File: src/rtl/column_mux_pkg.sv
// Shared types and build-time constants for the column_mux_scheduler slice.
// Holds the scheduler state encoding, derived widths and the enabled-column search helper.
package column_mux_pkg;

    localparam int GAMMA_CYCLE_LENGTH = 18;
    localparam int NUM_COLUMNS        = 4;
    localparam int NUM_INPUTS         = 16;
    localparam int SETTLE_CYCLES      = 2;

    localparam int COL_SEL_W = $clog2(NUM_COLUMNS);
    localparam int GAMMA_W   = $clog2(GAMMA_CYCLE_LENGTH);
    localparam int SETTLE_W  = (SETTLE_CYCLES > 1) ? $clog2(SETTLE_CYCLES) : 1;

    typedef enum logic [2:0] {
        IDLE,
        LOAD,
        RUN,
        CAPTURE,
        DONE
    } state_t;

    typedef struct packed {
        logic                 found;
        logic [COL_SEL_W-1:0] idx;
    } col_pick_t;

    // Lowest enabled column whose index is >= first; found=0 when none remains.
    function automatic col_pick_t next_column(input logic [NUM_COLUMNS-1:0] mask,
                                              input int first);
        col_pick_t pick;
        pick = '0;
        for (int i = NUM_COLUMNS - 1; i >= 0; i--) begin
            if (i >= first && mask[i]) begin
                pick.found = 1'b1;
                pick.idx   = COL_SEL_W'(i);
            end
        end
        return pick;
    endfunction

endpackage

File: src/rtl/cycle_counter.sv
// Gamma-cycle counter: counts 0..LENGTH-1 while start_count is high, wrapping at the end.
// Holds 0 whenever start_count is low or clear is asserted.
module cycle_counter #(
    parameter int LENGTH = 18,
    parameter int W      = $clog2(LENGTH)
) (
    input  logic         clk,
    input  logic         rst,
    input  logic         clear,
    input  logic         start_count,
    output logic [W-1:0] count
);

    always_ff @(posedge clk) begin
        if (rst || clear || !start_count) begin
            count <= '0;
        end else if (count == W'(LENGTH - 1)) begin
            count <= '0;
        end else begin
            count <= count + W'(1);
        end
    end

endmodule

File: src/rtl/column_mux_scheduler.sv
// Time-shares one physical column across NUM_COLUMNS weight contexts per input volley.
// Optional macro COL_MASK_EN adds a per-frame col_enable mask that skips disabled columns.
module column_mux_scheduler
    import column_mux_pkg::*;
(
    input  logic                   clk,
    input  logic                   rst,
`ifdef COL_MASK_EN
    input  logic [NUM_COLUMNS-1:0] col_enable,
`endif
    input  logic                   in_valid,
    output logic                   in_ready,
    input  logic [NUM_INPUTS-1:0]  in_spikes,
    output logic [NUM_INPUTS-1:0]  volley_q,
    output logic [COL_SEL_W-1:0]   col_sel,
    output logic                   clear_body,
    output logic [GAMMA_W-1:0]     gamma_count,
    output logic                   run,
    output logic                   out_valid,
    input  logic                   out_ready,
    output logic                   frame_done,
    input  logic                   abort
);

    state_t                 state_q;
    state_t                 state_d;
    logic [SETTLE_W-1:0]    settle_cnt;
    logic [NUM_COLUMNS-1:0] accept_mask;
    logic [NUM_COLUMNS-1:0] mask_q;
    col_pick_t              first_pick;
    col_pick_t              next_pick;
    logic                   accept;
    logic                   abort_hit;
    logic                   advance;

`ifdef COL_MASK_EN
    assign accept_mask = col_enable;

    always_ff @(posedge clk) begin
        if (rst) begin
            mask_q <= '0;
        end else if (accept) begin
            mask_q <= col_enable;
        end
    end
`else
    assign accept_mask = '1;
    assign mask_q      = '1;
`endif

    assign accept     = (state_q == IDLE) && in_valid;
    assign abort_hit  = abort && (state_q != IDLE);
    assign first_pick = next_column(accept_mask, 0);
    assign next_pick  = next_column(mask_q, int'(col_sel) + 1);

    always_ff @(posedge clk) begin
        if (rst) begin
            state_q <= IDLE;
        end else begin
            state_q <= state_d;
        end
    end

    // NOTE: every always_comb output gets a default first so no path can infer a latch.
    always_comb begin
        state_d = state_q;
        advance = 1'b0;
        case (state_q)
            IDLE:    if (accept) state_d = first_pick.found ? LOAD : DONE;
            LOAD:    if (settle_cnt == SETTLE_W'(SETTLE_CYCLES - 1)) state_d = RUN;
            RUN:     if (gamma_count == GAMMA_W'(GAMMA_CYCLE_LENGTH - 1)) state_d = CAPTURE;
            CAPTURE: begin
                if (out_ready) begin
                    if (next_pick.found) begin
                        advance = 1'b1;
                        state_d = LOAD;
                    end else begin
                        state_d = DONE;
                    end
                end
            end
            DONE:    state_d = IDLE;
            default: state_d = IDLE;
        endcase
        // Abort outranks a same-cycle capture handshake.
        if (abort_hit) begin
            state_d = IDLE;
            advance = 1'b0;
        end
    end

    always_ff @(posedge clk) begin
        if (rst) begin
            volley_q   <= '0;
            col_sel    <= '0;
            settle_cnt <= '0;
        end else begin
            if (accept) begin
                volley_q <= in_spikes;
                col_sel  <= first_pick.found ? first_pick.idx : '0;
            end else if (advance) begin
                col_sel  <= next_pick.idx;
            end
            settle_cnt <= (state_q == LOAD && state_d == LOAD) ? settle_cnt + SETTLE_W'(1) : '0;
        end
    end

    assign in_ready   = (state_q == IDLE);
    assign clear_body = (state_q == LOAD) && (settle_cnt == '0);
    assign run        = (state_q == RUN);
    assign out_valid  = (state_q == CAPTURE);
    assign frame_done = (state_q == DONE);

    cycle_counter #(
        .LENGTH (GAMMA_CYCLE_LENGTH),
        .W      (GAMMA_W)
    ) u_gamma_counter (
        .clk         (clk),
        .rst         (rst),
        .clear       (abort_hit),
        .start_count (state_q == RUN),
        .count       (gamma_count)
    );

endmodule

File: config.mk
export PLATFORM = sky130hd
export DESIGN_NAME = column_mux_scheduler
export DESIGN_NICKNAME = d
export VERILOG_FILES = /design/src/rtl/column_mux_pkg.sv /design/src/rtl/cycle_counter.sv /design/src/rtl/column_mux_scheduler.sv
export SDC_FILE = /design/constraint.sdc
export NUM_CORES = 1
export LEC_CHECK = 0
export BUFFER_PORTS_ARGS = -buffer_cell sky130_fd_sc_hd__buf_2
export CAP_MARGIN = 20
export CORE_MARGIN = 5
export CORE_UTILIZATION = 44
export CTS_CLUSTER_DIAMETER = 60
export DETAILED_ROUTE_END_ITERATION = 8
export HOLD_SLACK_MARGIN = 0.12
export PLACE_DENSITY = 0.8
export SLEW_MARGIN = 20
export SYNTH_ARGS = -nofsm -noshare
export SYNTH_HDL_FRONTEND = slang
export SYNTH_SLANG_ARGS = --single-unit
File: constraint.sdc
create_clock -name clk -period 2.16 [get_ports clk]
set_clock_uncertainty 0.05 [all_clocks]
set_input_delay 0.432 -clock clk [delete_from_list [all_inputs] [get_ports clk]]
set_output_delay 0.432 -clock clk [all_outputs]
set_load 0.01 [all_outputs]
# Word-level counts from Yosys, hierarchy flattened
# Cells that the tools add are included.
dict set report classes {
  magnitude_cmp 4
  shifts 0
  mux 15
  bitwise 2
  eq_ne 6
  div_mod_pow 0
  multipliers 0
  addsub 3
  reduce_logical 12
}
# cell count
set op_table {}
lappend op_table {{2-to-1 mux 3 bit} 10}
lappend op_table {{one-hot mux 3 bit (4 select lines)} 1}
lappend op_table {{== test 3 x 1 -> 1 bit (second input constant)} 2}
lappend op_table {{== test 3 x 2 -> 1 bit (second input constant)} 2}
lappend op_table {{greater-or-equal comparator 1 x 3 -> 1 bit (first input constant)} 2}
lappend op_table {{greater-or-equal comparator 2 x 3 -> 1 bit (first input constant)} 2}
lappend op_table {{OR reduction 2 bit} 3}
lappend op_table {{adder 5 x 1 -> 5 bit (second input constant)} 1}
lappend op_table {{== test 5 bit (second input constant)} 1}
lappend op_table {{logical AND 1 bit} 4}
lappend op_table {{2-to-1 mux 1 bit} 4}
lappend op_table {{adder 2 x 1 -> 3 bit (second input constant)} 1}
lappend op_table {{== test 3 bit (second input constant)} 1}
lappend op_table {{logical NOT 3 bit} 1}
lappend op_table {{nonzero test 3 bit} 1}
lappend op_table {{logical OR 1 bit} 2}
lappend op_table {{NOT 1 bit} 2}
lappend op_table {{adder 1 bit (second input constant)} 1}
lappend op_table {{logical NOT 1 bit} 1}
dict set report totals {
  n_memories 0
  ramBits 0
  output_inout_bits 28
  wordCells 47
  regBits 27
  latch_bits 0
  mem_bits_ro 0
}

# Logic depth before layout (Yosys ltp)
dict set report depth {
  ltp_word 14
  depth_mapped 6
}

# By module
# Synthesis repeated with hierarchy kept, for this count alone.
dict set report hier_totals {
  cells_unflattened 139
  area_unflattened_um2 1218.7
}
# module instances cells_per_inst seq_area_each_um2 area_each_um2
set by_module_without_submodules {}
lappend by_module_without_submodules {column_mux_scheduler 1 114 440.4 985.9}
lappend by_module_without_submodules {cycle_counter 1 25 100.1 232.7}

# Worst setup path after synthesis
# Ideal clock, no wire load.
dict set report synth_path {
  kind {reg2reg}
  from {reg col_sel[0]}
  to {reg col_sel[0]}
  path_stages_with_launch 5
  period_less_slack_ns 1.636
  arrival_ns 1.516
  slack_ns 0.524
  setup_ns 0.070
  path_cell_list {dfxtp_1 ha_1 or3b_2 or4_1 a21oi_1}
}
dict set report synth_via {
  elab_chain_len 10
  word_cells_on_any_way 13
  cone_classes {add/sub (1); order compare (4); mux (8)}
}
# element line
set synth_rtl {}
lappend synth_rtl {{start: declaration} column_mux_scheduler.sv:15} ;# output logic [COL_SEL_W-1:0] col_sel,
lappend synth_rtl {{start signal: assignment} column_mux_scheduler.sv:100} ;# col_sel <= first_pick.found ? first_pick.idx : '0;
lappend synth_rtl {{start signal: assignment} column_mux_scheduler.sv:102} ;# col_sel <= next_pick.idx;
lappend synth_rtl {{adder 2 x 1 -> 3 bit *} column_mux_scheduler.sv:54} ;# assign next_pick = next_column(mask_q, int'(col_sel) + 1);
lappend synth_rtl {{greater-or-equal comparator 2 x 3 -> 1 bit} column_mux_pkg.sv:33} ;# if (i >= first && mask[i]) begin
lappend synth_rtl {{2-to-1 mux 3 bit (3 in a row)} column_mux_pkg.sv:33}
lappend synth_rtl {{2-to-1 mux 3 bit *} column_mux_pkg.sv:33}
lappend synth_rtl {{2-to-1 mux 1 bit} column_mux_scheduler.sv:74} ;# if (next_pick.found) begin
lappend synth_rtl {{2-to-1 mux 1 bit} column_mux_scheduler.sv:73} ;# if (out_ready) begin
lappend synth_rtl {{2-to-1 mux 1 bit} column_mux_scheduler.sv:68} ;# case (state_q)
lappend synth_rtl {{2-to-1 mux 1 bit} column_mux_scheduler.sv:86} ;# if (abort_hit) begin
# Every way passes the cells marked *; elsewhere a longest branch is shown, timed or not.
# A chain may end at the register's enable or synchronous reset.

# Worst setup path after layout
dict set report layout_path {
  from {reg state_q[1]}
  to {out out_valid}
}
dict set report layout_via {
  elab_chain_len 1
}
# element line
set layout_rtl {}
lappend layout_rtl {{start: declaration} column_mux_scheduler.sv:25} ;# state_t state_q;
lappend layout_rtl {{start signal: assignment} column_mux_scheduler.sv:60} ;# state_q <= state_d;
lappend layout_rtl {{== test 3 x 2 -> 1 bit} column_mux_scheduler.sv:111} ;# assign out_valid = (state_q == CAPTURE);
lappend layout_rtl {{end: declaration} column_mux_scheduler.sv:19} ;# output logic out_valid,
# No other way between the ends.

==> impl_metrics.py <==
metrics = {
    "timing": {
        "min_period_ps": 1909,
        "fin_crit_sh_pct": 88.36,
        "slew-limit-headroom_pct": 64.94,
        "worst_pin_slew_ps": 525.9,
        "setup_violations": 0,
        "rsz0062_at_grt": "no",
        "slew_violations": 0,
        "fmax_ghz": 0.5239,
        "tns_ps": 0,
        "hold_viol_final": 0,
    },
    "logic_synthesis": {
        "synth_compound_area_share_pct": 11.96,
        "synth_nets": 157,
        "synth-simple-area-share_pct": 28.54,
        "synth.area.mux_share_pct": 0,
        "synth-xor-area-share_pct": 2.305,
        "syn_inst": 132,
        "seq_area_frac_synth_pct": 47.42,
        "async_flop_share_pct": 0,
        "ys.flop_type": "dfxtp_1",
        "syn_area_per_cell_um2": 8.635,
        "yosysWarnings": 0,
        "ys_seq_elements": 27,
        "synth_cell_type_count": 30,
        "synth.cell_area_um2": 1140,
        "synth_fa_ha_area_share_pct": 4.391,
        "synth_top_family_by_area": "simple AND/OR/NAND/NOR gates",
        "synth_edf_count": 0,
    },
    "global_route": {
        "grt_pass1_vias": 969,
        "grt_pass1_wl_um": 4112,
        "gr-total-overflow": 0,
        "grt_max_degree": 21,
        "grt_use_total_pct": 14.96,
        "grt_antenna_before_repair": 0,
    },
    "clock_tree": {
        "cts_setup_buffers": 0,
        "h-tree-depth": 1,
        "cts_root_buf": "clkbuf_4",
        "cts_resized": 0,
        "cts_buffers": 3,
        "cts_tree": "yes",
        "cts.path.max_buffers": 2,
        "clk-insertion-delay-late_ps": 320,
        "clock-sinks": 27,
        "path_clk_slew_ps": 130,
        "cts-hold-fix-buffers": 0,
    },
    "floorplanning": {
        "core_area_um2": 2477,
        "initial_utilization_pct": 46.01,
        "rows": 18,
        "fp.dieW_um": 60.90,
        "io-pin-count": 49,
        "die_height_um": 60.90,
        "die_area_um2": 3708,
    },
    "setup_path": {
        "crit_path_max_fanout": 12,
        "critPathArrivalTime_ps": 1430,
        "worst_setup_path_end_kind": "output port",
        "cp.required_ps": 1680,
        "slowest_delay_ps": 600,
        "crit_slowest_cell": "dfxtp_1",
        "crit_type": "reg2out",
        "start_kind": "flip-flop",
        "path_cells": "nand3b_1 -> inv_1 -> buf_2",
    },
    "final_layout": {
        "instances_no_fill": 208,
        "final_common_cell": "buf_2",
        "area_delta_synth_final_pct": 23.60,
        "drive_gt1_share_pct": 32.02,
        "num-nets-final": 204,
        "mostFrequentLayoutCells": "buf_2, nand2_1, dfxtp_1",
        "final_util_pct": 56.87,
        "antenna_cells": 0,
    },
    "placed_design": {
        "dp.cells": 204,
        "gp_congestion": 0.7547,
        "port_buffers": 48,
        "dp_hpwl_um": 2028,
    },
    "drt": {
        "vias": 1048,
        "wl_per_cell_um": 12.65,
        "routed_wl_um": 2632,
        "ant_nets": 0,
        "drt_pass1_iterations": 4,
        "detailedRoute.firstIterationViolations": 32,
        "vias_per_cell": 5.038,
        "drc": 0,
    },
    "power": {
        "p_int_w": 0.0006580,
        "ir_drop_uv": 344.8,
        "clkPwrFrac_pct": 23.8,
        "sequentialPowerShare_pct": 60.2,
        "switching_share_pct": 26.64,
        "power_per_cell_area_nw_per_um2": 636.6,
        "power.switching_w": 0.0002389,
        "leakagePower_nw": 0.6575,
        "combPwrFrac_pct": 16.0,
    },
    "run_status": {
        "outcome": "finished, final reports clean",
    },
    "min_path": {
        "hold_class": "in2reg",
    },
    "run": {
        "drv_cap": 0,
    },
}
## synth_stat cells (all sizes together), types with 3 or more instances
cell type  instances  area (µm²)
clkbuf             3       12.51
nand2             34       127.6
ha                 4       50.05
inv                3       11.26
o21ai              4       20.02
dfxtp             27       540.5
nor2               7       26.28
buf                5       37.53
a21oi             20       100.1
## worst paths after layout
path / startpoint / slack (ps) / endpoint / cells after the start
worst max-delay path: state_q[1]$_SDFF_PP0_ / 250 / out_valid / 3
worst min-delay path: abort / 260 / state_q[2]$_SDFF_PP0_ / 2
worst max register to register: state_q[1]$_SDFF_PP0_ / 450 / col_sel[1]$_SDFFE_PP0P_ / 3
worst min register to register: volley_q[0]$_SDFFE_PP0P_ / 410 / volley_q[0]$_SDFFE_PP0P_ / 2
## critical path, delay by kind of cell, from the launching register on
family | cells | cell delay (ps)
buffers and inverters | 2 | 250
flip-flops | 1 | 600
AND/OR/NAND/NOR | 1 | 250
## per-stage QoR
step | worst slack, ps | area, µm² | power (W) | hold slack [ps]
floorplan | 524.0 | 1140 | 0.0006400 | 395.2
global placement | 489.2 | 1383 | 0.0006891 | 391.5
detailed placement | 446.1 | 1383 | 0.0006954 | 394.6
CTS | 243.1 | 1409 | 0.0009037 | 238.9
global route | 116.6 | 1409 | 0.0009392 | 258.9
finish | 251.4 | 1409 | 0.0008969 | 255.2
## registers in the layout, summed over array words and instances (netlist names)
signal                 count
state_q                    3
u_gamma_counter.count      5
volley_q                  16
settle_cnt                 1
col_sel                    2
## metal layers
layer	share of wire [%]	up-vias	global-route usage [%]
met5	0	-	0
met4	0.95	0	7.430
met3	8.8	4	4.468
met2	48	34	25.04
met1	42	475	17.32
li1	-	535	-
## layout make-up
| cell class | instances | area (µm²) |
|---|---|---|
| timing repair buffer | 50 | 255.2 |
| tap | 30 | 37.54 |
| fill | 240 | 1069 |
| clock buffer | 4 | 26.28 |
| inverter | 3 | 11.26 |
| multi-input combinational | 94 | 538.0 |
| sequential | 27 | 540.5 |
## logic make-up after synthesis
kind of cell,after synthesis
simple gates,61
flops,27
compound gates,26
buf+inv,11
fa+ha+maj,4
xor+xnor,3
## power groups by stage
stage,clock [W],sequential (W),combinational (W)
after detailed placement,0,0.000550,0.000145
after global routing,0.000235,0.000542,0.000161
after floorplan,0,0.000558,0.0000816
after CTS,0.000219,0.000540,0.000145
after global placement,0,0.000549,0.000140
final,0.000214,0.000540,0.000144
(Power assumes the default switching activity.)
